File: src/rtl/core_wb_arbiter.sv
// Purpose: N-master round-robin arbiter onto one Wishbone peripheral port, with ack timeout returning err.
// Latency: one cycle to arbitrate and register the grant; once granted, the master/slave paths are combinational (0 cycles).
// Backpressure: non-owners see no ack/err and stall; the owner keeps the bus until it drops cyc; a dead slave raises err.
//
// Ports:
//   clk, reset          clock, asynchronous active-high reset
//   m_wb_*_i / m_wb_*_o per-master Wishbone request side (flattened buses, master k at slice k)
//   s_wb_*_o / s_wb_*_i shared Wishbone slave side
//   grant_valid_o       a master currently owns the bus
//   grant_idx_o         index of the owning master
module core_wb_arbiter #(
   parameter int NUM_MASTERS    = 2,
   parameter int ADDR_LEN       = 32,
   parameter int WB_DATA_LEN    = 64,
   parameter int TIMEOUT_CYCLES = 255,
   parameter int MASTER_IDX_W   = (NUM_MASTERS > 1) ? $clog2(NUM_MASTERS) : 1
) (
   input  logic                                   clk,
   input  logic                                   reset,
   input  logic [NUM_MASTERS-1:0]                 m_wb_cyc_i,
   input  logic [NUM_MASTERS-1:0]                 m_wb_stb_i,
   input  logic [NUM_MASTERS-1:0]                 m_wb_we_i,
   input  logic [NUM_MASTERS*ADDR_LEN-1:0]        m_wb_adr_i,
   input  logic [NUM_MASTERS*WB_DATA_LEN-1:0]     m_wb_dat_i,
   input  logic [NUM_MASTERS*(WB_DATA_LEN/8)-1:0] m_wb_sel_i,
   output logic [NUM_MASTERS-1:0]                 m_wb_ack_o,
   output logic [NUM_MASTERS-1:0]                 m_wb_err_o,
   output logic [WB_DATA_LEN-1:0]                 m_wb_dat_o,
   output logic                                   s_wb_cyc_o,
   output logic                                   s_wb_stb_o,
   output logic                                   s_wb_we_o,
   output logic [ADDR_LEN-1:0]                    s_wb_adr_o,
   output logic [WB_DATA_LEN-1:0]                 s_wb_dat_o,
   output logic [WB_DATA_LEN/8-1:0]               s_wb_sel_o,
   input  logic                                   s_wb_ack_i,
   input  logic [WB_DATA_LEN-1:0]                 s_wb_dat_i,
   output logic                                   grant_valid_o,
   output logic [MASTER_IDX_W-1:0]                grant_idx_o
);

   localparam int SEL_W = WB_DATA_LEN / 8;

   typedef enum logic [1:0] {
      IDLE = 2'd0,
      OWN  = 2'd1,
      ERR  = 2'd2
   } state_t;

   state_t                  state_q, state_d;
   logic [MASTER_IDX_W-1:0] grant_q, grant_d;
   logic [MASTER_IDX_W-1:0] rr_ptr_q, rr_ptr_d;
   logic [MASTER_IDX_W-1:0] rr_next;
   logic [31:0]             tmo_cnt_q, tmo_cnt_d;
   logic                    err_q, err_d;
   logic                    stb_q;

   logic [ADDR_LEN-1:0]     adr_arr [NUM_MASTERS];
   logic [WB_DATA_LEN-1:0]  dat_arr [NUM_MASTERS];
   logic [SEL_W-1:0]        sel_arr [NUM_MASTERS];

   logic                    own_cyc, own_stb;
   logic                    pick_vld;
   logic [MASTER_IDX_W-1:0] pick_idx;
   logic [MASTER_IDX_W-1:0] cand;

   always_comb begin
      for (int k = 0; k < NUM_MASTERS; k++) begin
         adr_arr[k] = m_wb_adr_i[k*ADDR_LEN +: ADDR_LEN];
         dat_arr[k] = m_wb_dat_i[k*WB_DATA_LEN +: WB_DATA_LEN];
         sel_arr[k] = m_wb_sel_i[k*SEL_W +: SEL_W];
      end
   end

   assign own_cyc = m_wb_cyc_i[grant_q];
   assign own_stb = m_wb_cyc_i[grant_q] & m_wb_stb_i[grant_q];
   assign rr_next = MASTER_IDX_W'((int'(grant_q) + 1) % NUM_MASTERS);

   // Walk offsets from the far end down to 0 so the requester closest to
   // rr_ptr (offset 0 first) is the last assignment and therefore wins.
   always_comb begin
      pick_vld = 1'b0;
      pick_idx = '0;
      cand     = '0;
      for (int i = NUM_MASTERS - 1; i >= 0; i--) begin
         cand = MASTER_IDX_W'((int'(rr_ptr_q) + i) % NUM_MASTERS);
         if (m_wb_cyc_i[cand]) begin
            pick_vld = 1'b1;
            pick_idx = cand;
         end
      end
   end

   always_comb begin
      state_d   = state_q;
      grant_d   = grant_q;
      rr_ptr_d  = rr_ptr_q;
      tmo_cnt_d = '0;
      err_d     = 1'b0;
      case (state_q)
         IDLE: begin
            if (pick_vld) begin
               state_d = OWN;
               grant_d = pick_idx;
            end
         end
         OWN: begin
            if (!own_cyc) begin
               state_d  = IDLE;
               rr_ptr_d = rr_next;
            end else if (own_stb && !s_wb_ack_i && (TIMEOUT_CYCLES != 0)) begin
               // The count includes the current unacked cycle; an ack in
               // this same cycle takes the other branch, so ack wins a race.
               if (tmo_cnt_q + 32'd1 == 32'(TIMEOUT_CYCLES)) begin
                  state_d = ERR;
                  err_d   = 1'b1;
               end else begin
                  tmo_cnt_d = tmo_cnt_q + 32'd1;
               end
            end
         end
         ERR: begin
            if (!own_cyc) begin
               state_d  = IDLE;
               rr_ptr_d = rr_next;
            end else if (own_stb && !stb_q) begin
               // Each new strobe from the stranded owner earns its own err.
               err_d = 1'b1;
            end
         end
         default: begin
            state_d = IDLE;
         end
      endcase
   end

   always_ff @(posedge clk or posedge reset) begin
      if (reset) begin
         state_q   <= IDLE;
         grant_q   <= '0;
         rr_ptr_q  <= '0;
         tmo_cnt_q <= '0;
         err_q     <= 1'b0;
         stb_q     <= 1'b0;
      end else begin
         state_q   <= state_d;
         grant_q   <= grant_d;
         rr_ptr_q  <= rr_ptr_d;
         tmo_cnt_q <= tmo_cnt_d;
         err_q     <= err_d;
         stb_q     <= own_stb;
      end
   end

   assign grant_valid_o = (state_q != IDLE);
   assign grant_idx_o   = grant_q;

   always_comb begin
      s_wb_cyc_o = 1'b0;
      s_wb_stb_o = 1'b0;
      s_wb_we_o  = 1'b0;
      s_wb_adr_o = '0;
      s_wb_dat_o = '0;
      s_wb_sel_o = '0;
      m_wb_ack_o = '0;
      m_wb_err_o = '0;
      m_wb_dat_o = '0;
      if (state_q == OWN) begin
         s_wb_cyc_o          = own_cyc;
         s_wb_stb_o          = m_wb_stb_i[grant_q];
         s_wb_we_o           = m_wb_we_i[grant_q];
         s_wb_adr_o          = adr_arr[grant_q];
         s_wb_dat_o          = dat_arr[grant_q];
         s_wb_sel_o          = sel_arr[grant_q];
         m_wb_ack_o[grant_q] = s_wb_ack_i;
         m_wb_dat_o          = s_wb_dat_i;
      end else if (state_q == ERR) begin
         m_wb_err_o[grant_q] = err_q;
      end
   end

endmodule

File: config.mk
export PLATFORM = sky130hd
export DESIGN_NAME = core_wb_arbiter
export DESIGN_NICKNAME = d
export VERILOG_FILES = /design/src/rtl/core_wb_arbiter.sv
export SDC_FILE = /design/constraint.sdc
export NUM_CORES = 1
export LEC_CHECK = 0
export CAP_MARGIN = 30
export CORE_AREA = 5 5 173 175
export DETAILED_ROUTE_END_ITERATION = 8
export DIE_AREA = 0 0 178 180
export GPL_TIMING_DRIVEN = 0
export SKIP_CTS_REPAIR_TIMING = 1
export SLEW_MARGIN = 0
export SYNTH_ARGS = -nofsm -noshare
export SYNTH_HDL_FRONTEND = slang
export SYNTH_SLANG_ARGS = --single-unit
File: constraint.sdc
create_clock -name clk -period 3.55 [get_ports clk]
set_input_delay 0.355 -clock clk [delete_from_list [all_inputs] [get_ports clk]]
set_output_delay 0.355 -clock clk [all_outputs]
set_load 0.005 [all_outputs]
==> results of run 1 <==
[layer usage]
layer  vias to the layer above  global-route usage  share of wire
met3                        17              0.0395          0.078
met1                      2863               0.184           0.38
met4                         0              0.0325          0.016
met5                         -                   0              0
met2                       324               0.333           0.53
li1                       3062                   -              -
[per-stage QoR]
step | total power [mW] | hold WS (ps) | setup WS (ps) | utilization | instance area, um^2
2_1_floorplan | 2.08 | 459 | 815 | - | 4890
3_3_place_gp | 4.48 | 487 | 7.79 | 0.351 | 9940
3_5_place_dp | 4.48 | 492 | -33.6 | 0.351 | 9940
4_1_cts | 4.93 | 501 | -366 | 0.356 | 10100
5_1_grt | 5.14 | 516 | 18.5 | 0.358 | 10100
6_report | 4.84 | 497 | 172 | 0.358 | 10100
[tightest hold or removal path, cell delays in order, from the launching register on]
cell	delay (ps)
dfrtp_1	310
nand2b_1	90
a21oi_1	60
[area by class of cell]
type / count / share of cell area
diodes: 1 / 0.000247
plain buffers: 47 / 0.0204
clock buffers: 5 / 0.0124
clock inverters: 2 / 0.000989
inverters: 14 / 0.00519
multi-input cells: 515 / 0.367
flip-flops and latches: 38 / 0.0939
well taps: 384 / 0.0475
repair buffers: 458 / 0.453
[worst paths after layout]
check,startpoint,end,slack [ps],cells past startpoint
setup reg to reg,tmo_cnt_q[1],tmo_cnt_q[29],230,10
setup / recovery,grant_idx_o,s_wb_sel_o[4],170,5
hold reg to reg,stb_q,err_q,500,2
max in group asynchronous,reset,tmo_cnt_q[9],2460,2
min in group asynchronous,reset,tmo_cnt_q[0],560,2
hold / removal,stb_q,err_q,500,2
[registers in the layout (all words and copies together) (netlist names)]
name and cells:
tmo_cnt_q 32, state_q 2, err_q 1, grant_idx_o 1, rr_ptr_q 1, stb_q 1
[logic make-up (layout without fill, tap and decap cells)]
kind of cell	Yosys count	after routing	share of synthesized area
muxes	107	107	0.219
other	0	1	0
xor gates and xnor gates	25	25	0.0448
buffers and inverters	61	526	0.0515
AOI/OAI and AO/OA	51	51	0.0743
adders and majority gates	5	5	0.0128
and+or+nand+nor	327	327	0.403
DFF	38	38	0.195
[power groups by stage]
stage / logic [mW] / registers (mW) / clock network, mW
2_1_floorplan: 1.61 / 0.471 / 0
3_3_place_gp: 4.01 / 0.472 / 0
3_5_place_dp: 4.00 / 0.473 / 0
4_1_cts: 4.02 / 0.466 / 0.448
5_1_grt: 4.22 / 0.467 / 0.460
6_report: 3.93 / 0.465 / 0.440
[cells in the final DEF, fill, tap and decap left out, types with 10 or more instances in the layout]
cell type / Yosys / layout
nand3_1: 17 / 16
nand4_1: 14 / 14
clkdlybuf4s50_1: 0 / 457
mux2i_1: 107 / 107
inv_1: 14 / 13
xnor2_1: 14 / 14
nand2_1: 18 / 18
nor2b_1: 109 / 109
clkbuf_1: 26 / 24
a21oi_1: 10 / 10
dfrtp_1: 38 / 38
nor2_1: 43 / 43
and2_1: 69 / 69
xor2_1: 11 / 11
==> flow_summary.json, run 1 <==
{
  "status": "completed",
  "critPathTopFamily": "buffers and inverters",
  "layout_min_cycle_time_ps": 3380,
  "clkPwrFrac": 0.091,
  "synth_seq_area_share": 0.195,
  "setup_viol": 0,
  "synth_nets": 900,
  "syn_area_mm2": 0.00489,
  "hold_viol": 0,
  "yosysWarnings": 0,
  "syn_inst": 614,
  "ios": 458,
  "ys.flop_type": "dfrtp_1",
  "critPathMaxStageDelay_ps": 710,
  "synth-async-reset-ratio": 1.00,
  "dieWidth_um": 178,
  "synth_edf_count": 0,
  "tightest_slew_ps": 871,
  "grt_pass1_wl_mm": 41.2,
  "critPathBufInv": 3,
  "drive_gt1_frac": 0.0343,
  "synth_top_cell_by_area": "mux2i_1",
  "drtIter0Drc": 205,
  "combinationalPowerShare": 0.813,
  "htreeDepth": 2,
  "syn_area_per_cell_um2": 7.96,
  "placed_cells": 1455,
  "endpoint_kind": "output pin",
  "synth.area.top_cells": "mux2i_1, dfrtp_1, nor2b_1",
  "critical_path_class": "reg2out",
  "synth_most_common_cell": "nor2b_1",
  "clkSlewWorstSetupHoldPaths_ps": 60,
  "first_pass_iters": 4,
  "grt_pass1_vias": 6487,
  "rows": 62,
  "intPower_mw": 2.96,
  "clock_skew_ps": 7.21,
  "clock.fmax_ghz": 0.296,
  "crit_slowest_cell": "buf_1",
  "vias_per_cell": 4.28,
  "cp.required_ps": 3190,
  "dieArea_mm2": 0.0320,
  "maxSlewViolCount": 0,
  "synthTopCellsByCount": "nor2b_1, mux2i_1, and2_1",
  "drv_cap": 0,
  "crit_chain": "clkbuf_1 > buf_1 > mux2i_1 > nor2b_1 > clkdlybuf4s50_1",
  "slew_headroom": 0.419,
  "cp_max_fo": 10,
  "fillCellCount": 2951,
  "dp_hpwl_mm": 26.3,
  "yosysUniqueCellTypes": 61,
  "ant_nets": 0,
  "rsz0062_at_grt": "no",
  "pwr-share-seq": 0.096,
  "layoutNonFillerInstCount": 1464,
  "syn2layout_area_growth_pct": 107,
  "startpoint_type": "flop",
  "switching_power_mw": 1.88,
  "drt-total-wl_mm": 29.7,
  "antenna_found_initial": 1,
  "grt_start_max_net_pins": 39,
  "grt.total_usage": 0.170,
  "grt_overflow_total": 0,
  "clk_latency_ps": 290,
  "multiInputGateArea_mm2": 0.00371,
  "crit_arrival_ps": 3020,
  "hold_class": "reg2reg",
  "clock-sinks": 38,
  "total_leakage_power_nw": 4.01,
  "vdd_drop_max_uv": 181,
  "fin_crit_sh": 0.951,
  "portBuffers": 457,
  "drcViolationCount": 0,
  "cts_buffer_depth": 2,
  "start_util": 0.173,
  "tns_ps": 0,
  "p_sw_frac": 0.389,
  "cts_tree": "yes",
  "cts_buffers": 5,
  "root_buffer": "clkbuf_16",
  "vias": 6266,
  "die_height_um": 180,
  "core_area_mm2": 0.0283,
  "avgRoutedWirePerCell_um": 20.3,
  "gp_congestion": 0.894,
  "ys_ff_latch": 38,
  "nNetsFinal": 1365,
  "powerDensity_mw_per_mm2": 478,
  "regArea_um2": 951,
  "synth_top_area_frac": 0.219
}
Note: power is estimated with default switching activity, not from simulation.
==> run 2, diff against run 1 <==
--- a/config.mk
+++ b/config.mk
@@ -15,3 +15,4 @@
 export SYNTH_ARGS = -nofsm -noshare
 export SYNTH_HDL_FRONTEND = slang
 export SYNTH_SLANG_ARGS = --single-unit
+export TNS_END_PERCENT = 100
==> results of run 2 <==
Final layout, timing and power as in run 1 (identical DEF).
==> run 3, diff against run 2 <==
--- a/config.mk
+++ b/config.mk
@@ -6,10 +6,11 @@
 export NUM_CORES = 1
 export LEC_CHECK = 0
 export CAP_MARGIN = 30
-export CORE_AREA = 5 5 173 175
+export CORE_AREA = 2 2 176 178
 export DETAILED_ROUTE_END_ITERATION = 8
 export DIE_AREA = 0 0 178 180
 export GPL_TIMING_DRIVEN = 0
+export RECOVER_POWER = 100
 export SKIP_CTS_REPAIR_TIMING = 1
 export SLEW_MARGIN = 0
 export SYNTH_ARGS = -nofsm -noshare
==> constraint.sdc (replaced) <==
create_clock -name clk -period 2.86 [get_ports clk]
set_input_delay 0.286 -clock clk [delete_from_list [all_inputs] [get_ports clk]]
set_output_delay 0.286 -clock clk [all_outputs]
set_load 0.005 [all_outputs]
==> run 3 against run 2 <==
Net effect: first-iteration DRC count is 110% higher; power is 25% higher; design area is 7.4% higher; critical path depth is 7 higher; worst setup slack worse by 290 ps; worst hold slack better by 27 ps; clock skew is 1.4 ps lower; final cell count is 3.8% higher; the run now ends with max-capacitance violations, negative setup slack left; wire length is 1.9% higher.
==> flow_summary.json, run 3 (same netlist as run 1, synthesis figures left out) <==
{
  "status": "complete, but fails checks",
  "violations": "max-capacitance violations, negative setup slack",
  "grt_pass1_wl_mm": 40.8,
  "largestRegisters": "tmo_cnt_q x32, state_q x2",
  "critPathMaxStageDelay_ps": 470,
  "vias_per_cell": 4.34,
  "ios": 458,
  "clock.fmax_ghz": 0.336,
  "layout_min_cycle_time_ps": 2970,
  "portBuffers": 457,
  "fillCellCount": 3099,
  "cts_tree": "yes",
  "endpoint_kind": "flop",
  "crit_slowest_cell": "or4_4",
  "antenna_found_initial": 1,
  "cp_max_fo": 8,
  "setup_viol": 27,
  "rsz0062_at_grt": "yes",
  "hold_class": "reg2reg",
  "first_pass_iters": 5,
  "gp_congestion": 0.910,
  "total_leakage_power_nw": 4.42,
  "clkPwrFrac": 0.088,
  "grt_start_max_net_pins": 39,
  "drv_cap": 1,
  "grt.total_usage": 0.172,
  "placed_cells": 1467,
  "grt_overflow_total": 0,
  "htreeDepth": 2,
  "dieArea_mm2": 0.0320,
  "crit_chain": "buf_6 > nand4_4 > buf_6 > or4_4 > o31a_1 > nor2_2 > nand4_1 > nor4_4 > nand3b_1 > buf_6 > buf_8 > o21ba_1",
  "layoutNonFillerInstCount": 1519,
  "rows": 64,
  "regArea_um2": 957,
  "cts_buffer_depth": 2,
  "critPathTopFamily": "simple AND/OR/NAND/NOR gates",
  "drcViolationCount": 0,
  "vias": 6600,
  "tightest_slew_ps": 1480,
  "pwr-share-seq": 0.098,
  "clock_skew_ps": 5.85,
  "clkSlewWorstSetupHoldPaths_ps": 60,
  "met1_length_mm": 11.4,
  "cts_buffers": 5,
  "powerDensity_mw_per_mm2": 557,
  "core_area_mm2": 0.0302,
  "startpoint_type": "flop",
  "vdd_drop_max_uv": 269,
  "clk_latency_ps": 290,
  "cp.required_ps": 3040,
  "crit_arrival_ps": 3150,
  "mostFrequentLayoutCells": "clkdlybuf4s50_1, mux2i_1, nor2b_1",
  "multiInputGateArea_mm2": 0.00398,
  "cpMostUsedCell": "buf_6",
  "die_height_um": 180,
  "root_buffer": "clkbuf_16",
  "layout_setup_ws_ps": -113,
  "dieWidth_um": 178,
  "ant_nets": 0,
  "drtIter0Drc": 434,
  "hold_viol": 0,
  "maxSlewViolCount": 0,
  "drt-total-wl_mm": 30.3,
  "combinationalPowerShare": 0.815,
  "top_register": "tmo_cnt_q",
  "avgRoutedWirePerCell_um": 19.9,
  "layout_commonest_cell": "clkdlybuf4s50_1",
  "start_util": 0.162,
  "total_power_mw": 6.06,
  "nNetsFinal": 1408,
  "largest_reg_flops": 32,
  "grt_pass1_vias": 6436,
  "routed.top_layer": "met4",
  "fin_crit_sh": 1.04,
  "p_sw_frac": 0.391,
  "critPathBufInv": 4,
  "switching_power_mw": 2.37,
  "intPower_mw": 3.69,
  "dp_hpwl_mm": 25.7,
  "dr_wl_met3_mm": 2.59,
  "clock-sinks": 38,
  "syn2layout_area_growth_pct": 123,
  "dr_wl_met2_mm": 15.7,
  "slew_headroom": 0.0115,
  "critical_path_class": "reg2reg",
  "drive_gt1_frac": 0.127,
  "timing.hold.ws_ps": 524
}
## run 3: cell types whose count changed in the layout (fill, tap and decap cells not counted), sizes merged
cell | before | now
clkinv | 2 | 0
clkdlybuf4s50 | 457 | 435
dlymetal6s2s | 0 | 2
buf | 17 | 54
dlygate4sd3 | 0 | 19
clkbuf | 36 | 45
## run 3: power groups by stage
stage / Combinational (mW) / Sequential (mW) / Clock [mW]
2_1_floorplan: 2.00 / 0.585 / 0
3_3_place_gp: 4.98 / 0.585 / 0
3_5_place_dp: 4.98 / 0.586 / 0
4_1_cts: 5.01 / 0.576 / 0.545
5_1_grt: 5.29 / 0.601 / 0.560
6_report: 4.93 / 0.591 / 0.532
## run 3: final timing paths
path | endpoint | startpoint | cells past startpoint | slack (ps)
worst max-delay path | tmo_cnt_q[18] | tmo_cnt_q[0] | 12 | -110
worst min-delay path | err_q | stb_q | 2 | 520
worst max register to register | tmo_cnt_q[18] | tmo_cnt_q[0] | 12 | -110
worst min register to register | err_q | stb_q | 2 | 520
max in group asynchronous | tmo_cnt_q[9] | reset | 2 | 1000
min in group asynchronous | tmo_cnt_q[2] | reset | 2 | 880
## run 3: metal layers
layer | GRT usage | up-vias
met2 | 0.332 | 367
met3 | 0.0406 | 27
met5 | 0 | -
met1 | 0.188 | 3060
met4 | 0.0351 | 0
li1 | - | 3146
## run 3: worst min-delay path, cell delays in order, from the launching register on
cell      delay (ps)
dfrtp_1          310
nand2b_1         110
a21oi_2           60
## run 3: stage by stage
stage | util | TNS [ps] | setup WS [ps] | instance area, um^2
detailed placement | 0.330 | -34670 | -680 | 9960
global route | 0.360 | -5060 | -213 | 10900
global placement | 0.330 | -30430 | -670 | 9960
CTS | 0.334 | -64020 | -730 | 10100
floorplan | - | 0 | 125 | 4890
finish | 0.360 | -1290 | -113 | 10900
## run 3: cell type report
| type | count | share of cell area |
|---|---|---|
| repair buffers | 504 | 0.458 |
| inverters | 14 | 0.00483 |
| clock buffers | 7 | 0.0122 |
| multi-input cells | 515 | 0.365 |
| plain buffers | 44 | 0.0254 |
| flip-flops and latches | 38 | 0.0880 |
| well taps | 396 | 0.0456 |
| diodes | 1 | 0.000230 |
==> variant 1, RTL diff (config.mk and constraints of run 3) <==
`NUM_MASTERS`: 2 -> 1.
--- a/src/rtl/core_wb_arbiter.sv
+++ b/src/rtl/core_wb_arbiter.sv
@@ -9,7 +9,7 @@
 //   grant_valid_o       a master currently owns the bus
 //   grant_idx_o         index of the owning master
 module core_wb_arbiter #(
-   parameter int NUM_MASTERS    = 2,
+   parameter int NUM_MASTERS    = 1,
    parameter int ADDR_LEN       = 32,
    parameter int WB_DATA_LEN    = 64,
    parameter int TIMEOUT_CYCLES = 255,
Interface: changed (8 resized); port bits go from 458 to 349. The function was not compared with the original's and may differ.
==> variant 1 against run 3 <==
  * Design area down 28%
  * Wire length down 42%
  * Clock power up 3%
  * Core utilization decreased by 10 points
  * Setup slack improved by 0.16 ns
  * Sequential cell count shrank 2
  * Power fell by 36%
  * Global-route usage fell by 6.8 points
  * Area after synthesis is 30% lower
  * Critical path type unchanged
==> variant 1: results (changes against run 3) <==
[status] status completed
[layout] register fraction of the total cell area 11.67% [+2.9 points]
[layout] number of combinational gates with multiple inputs 371 [-28%]
[synth] distinct cell type count after synthesis 49 [-20%]
[layout] layout-stage area growth over the synthesis result 128.5%
[sta] post-route clock skew 0.007518 ns [+0.001671 ns]
[power_and_ir_drop] Net Sw Power 1.276 mW [-46%]
[synth] net count after synthesis 623 [-31%]
[global_route] largest net degree at the start of global routing 37 [-5.1%]
[worst_setup_path] cell with the largest stage delay on the worst path sky130_fd_sc_hd__or4_1
[worst_setup_path] minimum setup slack among reg-to-reg paths 0.05 ns [+0.16 ns]
[synth] Cells after Synth 444 [-28%]
[placed_design] dpl ws -0.2724 ns [+0.4071 ns]
[layout] area used by multi-input combinational logic 2472 um^2 [-38%]
[worst_setup_path] depth of the most critical reg-to-reg path 10 [-2]
[layout] signal buffers share of area 47.90% [-0.48 points]
[worst_setup_path] data arrival time of the critical path 3.00 ns [-0.15 ns]
[drt] iteration-0 DRC count of the detailed router 197 [-55%]
[power_and_ir_drop] Static Leakage 2.952 nW [-33%]
[power_and_ir_drop] Max IR drop VDD 0.3016 mV [+12%]
[layout] number of nets in the final layout 992 [-30%]
[layout] number of logic inverters in the finished layout 9 [-5]
[sta] period utilization 98.39% [-5.5 points]
[drt] TritonRoute pass-1 iters 4 [-1]
[global_route] vias in the first global route 4360 [-32%]
[sta] worst hold margin 0.4994 ns [-0.02422 ns]
[drt] wire length on met2 8530 um [-46%]
[drt] amount of wire on met3 after detailed routing 1331 um [-49%]
[worst_setup_path] peak per-stage delay on the critical path 0.53 ns [+0.06 ns]
[drt] met1 wire length 7518 um [-34%]
[drt] average detailed-routed wire length per instance 14.52 um [-27%]
[placed_design] total half-perimeter wirelength after legalization and detailed placement 14970 um [-42%]
[layout] Filler cells 3225 [+4.1%]
[sta] TNS Setup 0 ns [+1.293 ns]
[global_route] GRT Resource Usage Total 10.44% [-6.8 points]
[clock_tree] Sink Count 36 [-5.3%]
[synth] biggest area contributors in the synthesized netlist sky130_fd_sc_hd__and2_1 32%, sky130_fd_sc_hd__dfrtp_1 26%, sky130_fd_sc_hd__xor2_1 4.1%, sky130_fd_sc_hd__nor2_1 4.0%, sky130_fd_sc_hd__clkbuf_1 2.5%
[layout] count of buffers not belonging to the clock network in the layout 390 [-29%]
[placed_design] final weighted congestion in routability-driven placement 0.8176 [-10%]
[drt] Avg Vias per Cell 3.633 [-16%]
[variant 1: cell types whose count changed after synthesis, sizes merged, moves of 6 or more]
cell | before | now
nor2b | 109 | 3
buf | 19 | 4
nor2 | 43 | 36
mux2i | 107 | 1
or3 | 1 | 7
nand4 | 16 | 10
nand2 | 18 | 24
and2 | 69 | 176
[variant 1: logic make-up after synthesis]
kind of cell / count (synthesis) / share of synthesized area, %
AND/OR/NAND/NOR: 300 / 52.02
multiplexers: 1 / 0.2935
adder cells (fa/ha/maj): 5 / 1.834
other: 1 / 0.1099
AO/OA/AOI/OAI: 39 / 8.218
flip-flops: 36 / 26.41
buffers and inverters: 37 / 4.695
XOR/XNOR: 25 / 6.420
[variant 1: power by group through the flow]
stage	clock network (mW)	logic, mW	registers, mW
CTS	0.560	2.84	0.525
global placement	0	2.82	0.534
floorplan	0	0.880	0.532
detailed placement	0	2.81	0.534
finish	0.549	2.79	0.525
global route	0.588	3.05	0.527
[variant 1: routing by layer]
metal | up-vias | global-route usage (%)
met4 | 0 | 2.426
met1 | 1991 | 13.24
met2 | 200 | 17.67
met5 | - | 0
met3 | 13 | 2.559
li1 | 2195 | -
[variant 1: worst reg2reg max path, cell delays in order (launching register included)]
cell                        delay [ns]
sky130_fd_sc_hd__dfrtp_2          0.40
sky130_fd_sc_hd__ha_4             0.16
sky130_fd_sc_hd__nand3_4          0.11
sky130_fd_sc_hd__nor3_4           0.29
sky130_fd_sc_hd__nand2_4          0.09
sky130_fd_sc_hd__or4_1            0.53
sky130_fd_sc_hd__a21o_1           0.19
sky130_fd_sc_hd__a2111oi_4        0.39
sky130_fd_sc_hd__buf_4            0.20
sky130_fd_sc_hd__a21oi_2          0.05
sky130_fd_sc_hd__o311ai_2         0.30
==> variant 2, RTL diff (settings of run 3) <==
Made on the original files. The 3 states of `state_t` get a one-hot encoding in 3 bits.
--- a/src/rtl/core_wb_arbiter.sv
+++ b/src/rtl/core_wb_arbiter.sv
@@ -40,10 +40,10 @@
 
    localparam int SEL_W = WB_DATA_LEN / 8;
 
-   typedef enum logic [1:0] {
-      IDLE = 2'd0,
-      OWN  = 2'd1,
-      ERR  = 2'd2
+   typedef enum logic [2:0] {
+      IDLE = 3'b001,
+      OWN  = 3'b010,
+      ERR  = 3'b100
    } state_t;
 
    state_t                  state_q, state_d;
Behaviour: same outputs for any inputs over 4 cycles, from zero or initial values and one cycle with reset high; so few cycles prove little.
==> variant 2 against run 3 <==
  * The run ends with capacitance limit, slew limit left
  * Area after synthesis is 8.8% lower
  * Global-route usage rose by 5.4 points
  * Critical endpoint is now tmo_cnt_q[1]
  * Sequential cell count increased by 1
  * Via count down 3.9%
  * Setup slack better by 0.14 ns
  * Power decreased by 18%
  * Design area down 8.5%
  * Wire length up 26%
  * Critical path depth decreased by 2
==> variant 2: results (changes against run 3) <==
[layout] number of nets in the final layout 1353 [-3.9%]
[global_route] antenna violations before repair 4 [+3]
[layout] number of non-filler instances in the completed layout 1470 [-3.2%]
[synth] net count after synthesis 878 [-2.4%]
[clock_tree] buffer depth of the longest clock path 2 [unchanged]
[drt] iteration-0 DRC count of the detailed router 354 [-18%]
[clock_tree] number of levels the H-tree was split into 2 [unchanged]
[drt] amount of wire on met3 after detailed routing 7487 um [+190%]
[synth] biggest area contributors in the synthesized netlist sky130_fd_sc_hd__mux2i_1 24%, sky130_fd_sc_hd__dfrtp_1 21%, sky130_fd_sc_hd__nor2_1 13%, sky130_fd_sc_hd__and2_1 9.3%, sky130_fd_sc_hd__xnor2_1 3.3%
[worst_setup_path] data arrival time of the critical path 2.98 ns [-0.17 ns]
[sta] post-route clock skew 0.004446 ns [-0.001401 ns]
[drt] met1 wire length 15230 um [+34%]
[clock_tree] clock-pin slew on the worst setup and hold paths 0.06 ns [about the same]
[synth] number of warning messages in the yosys log 0 [unchanged]
[drt] Avg Vias per Cell 4.315 [-0.69%]
[status] violations in the final reports capacitance limit, slew limit
[placed_design] final weighted congestion in routability-driven placement 0.9144 [+0.44%]
[placed_design] count of buffers inserted at the top-level ports 457 [unchanged]
[power_and_ir_drop] Max IR drop VDD 0.2240 mV [-17%]
[power_and_ir_drop] Static Leakage 4.017 nW [-9.1%]
[global_route] largest net degree at the start of global routing 40 [+2.6%]
[placed_design] dpl ws -0.5355 ns [+0.1441 ns]
[global_route] first-pass GRT wire length 49640 um [+22%]
[synth] most instantiated cells after synthesis 150 x sky130_fd_sc_hd__nor2_1, 107 x sky130_fd_sc_hd__mux2i_1, 66 x sky130_fd_sc_hd__and2_1
[run] number of maximum-capacitance violations 1 [unchanged]
[worst_setup_path] peak per-stage delay on the critical path 0.52 ns [+0.05 ns]
[worst_setup_path] CP max FO 8 [unchanged]
[layout] fraction of final layout cells sized beyond drive strength 1 7.843% [-4.9 points]
[status] status finished, violations left
[clock_tree] clock buffer count from CTS 5 [unchanged]
[sta] Slew Viols, Final 40 [+40]
[placed_design] total half-perimeter wirelength after legalization and detailed placement 33390 um [+30%]
[drt] WL final 38020 um [+26%]
[clock_tree] clock latency on the worst-skew pair 0.29 ns [about the same]
[synth] share of synthesized area occupied by flip-flops and latches 21.94% [+2.5 points]
[synth] proportion of register bits with asynchronous set or reset after synthesis 100.0% [unchanged]
[drt] highest layer used for signal routing met5
[sta] remaining max-slew budget at the tightest pin -1.753% [-2.9 points]
[global_route] vias in the first global route 6397 [-0.61%]
[synth] Top FF cell, synth sky130_fd_sc_hd__dfrtp_1
[sta] TNS Setup 0 ns [+1.293 ns]
[layout] leading registers by flop count tmo_cnt_q: 32 flops, state_q: 3 flops
[global_route] GRT Resource Usage Total 22.65% [+5.4 points]
[hold_path] Worst Hold Class reg -> reg
[worst_setup_path] cell with the largest stage delay on the worst path sky130_fd_sc_hd__or4_4
[synth] distinct cell type count after synthesis 51 [-16%]
[drt] wire length on met2 14630 um [-7.1%]
[synth] Cells after Synth 595 [-3.1%]
==> variant 2: changes by cell type in the layout (fill, tap and decap cells not counted), moves of 9 or more <==
| cell | delta |
|---|---|
| sky130_fd_sc_hd__buf_4 | -25 |
| sky130_fd_sc_hd__clkbuf_2 | -9 |
| sky130_fd_sc_hd__clkdlybuf4s50_1 | -13 |
| sky130_fd_sc_hd__dlygate4sd3_1 | +10 |
| sky130_fd_sc_hd__nor2_1 | +123 |
| sky130_fd_sc_hd__nor2_2 | -10 |
| sky130_fd_sc_hd__nor2b_1 | -98 |
==> variant 2: path summary, 6_finish.rpt <==
check / start / to / slack, ns / cells after the start
max in group asynchronous: reset / tmo_cnt_q[0] / 0.96 / 2
min in group asynchronous: reset / tmo_cnt_q[10] / 0.90 / 2
min: stb_q / err_q / 0.47 / 1
min reg2reg: stb_q / err_q / 0.47 / 1
max: tmo_cnt_q[10] / tmo_cnt_q[1] / 0.03 / 10
max reg2reg: tmo_cnt_q[10] / tmo_cnt_q[1] / 0.03 / 10
==> variant 2: kinds of logic after synthesis <==
logic type | synth area share [%]
AOI/OAI and AO/OA | 4.972
xor gates and xnor gates | 6.292
adders and majority gates | 0.5617
buffers and inverters | 4.438
DFF | 21.94
muxes | 24.05
and+or+nand+nor | 37.75
==> variant 2: where the power goes <==
part | internal (mW) | total (mW) | switching (mW) | leakage [nW]
registers | 0.589 | 0.638 | 0.0492 | 0.522
logic | 1.82 | 3.80 | 1.97 | 3.43
clock network | 0.322 | 0.559 | 0.238 | 0.0658
==> variant 2: routing by layer <==
metal / GRT usage (%) / up-vias
li1: - / 2984
met1: 27.67 / 3001
met2: 30.37 / 331
met3: 18.23 / 25
met4: 5.180 / 2
met5: 0 / -
==> variant 2: per-stage QoR <==
stage | hold slack (ns) | area, um^2
6_report | 0.4688 | 9952
3_3_place_gp | 0.4377 | 9538
3_5_place_dp | 0.4356 | 9543
5_1_grt | 0.4781 | 9952
2_1_floorplan | 0.3830 | 4468
4_1_cts | 0.4531 | 9688
==> variant 2: final cells by class <==
cell class              count  area, um^2
fillers                  3225       20240
repair buffers            473        4679
multi-input cells         504        3408
flip-flops and latches     39       984.7
well taps                 396       495.5
plain buffers              40       205.2
clock buffers               5       125.1
inverters                   7       26.28
clock inverters             3       20.02
diodes                      3       7.507
==> variant 2: critical path: cells and delay by family, from the launching register on <==
kind / cells / cell delay [ns]
buffers and inverters: 3 / 0.50
AOI/OAI and AO/OA: 2 / 0.29
and+or+nand+nor: 5 / 1.49
DFF: 1 / 0.41
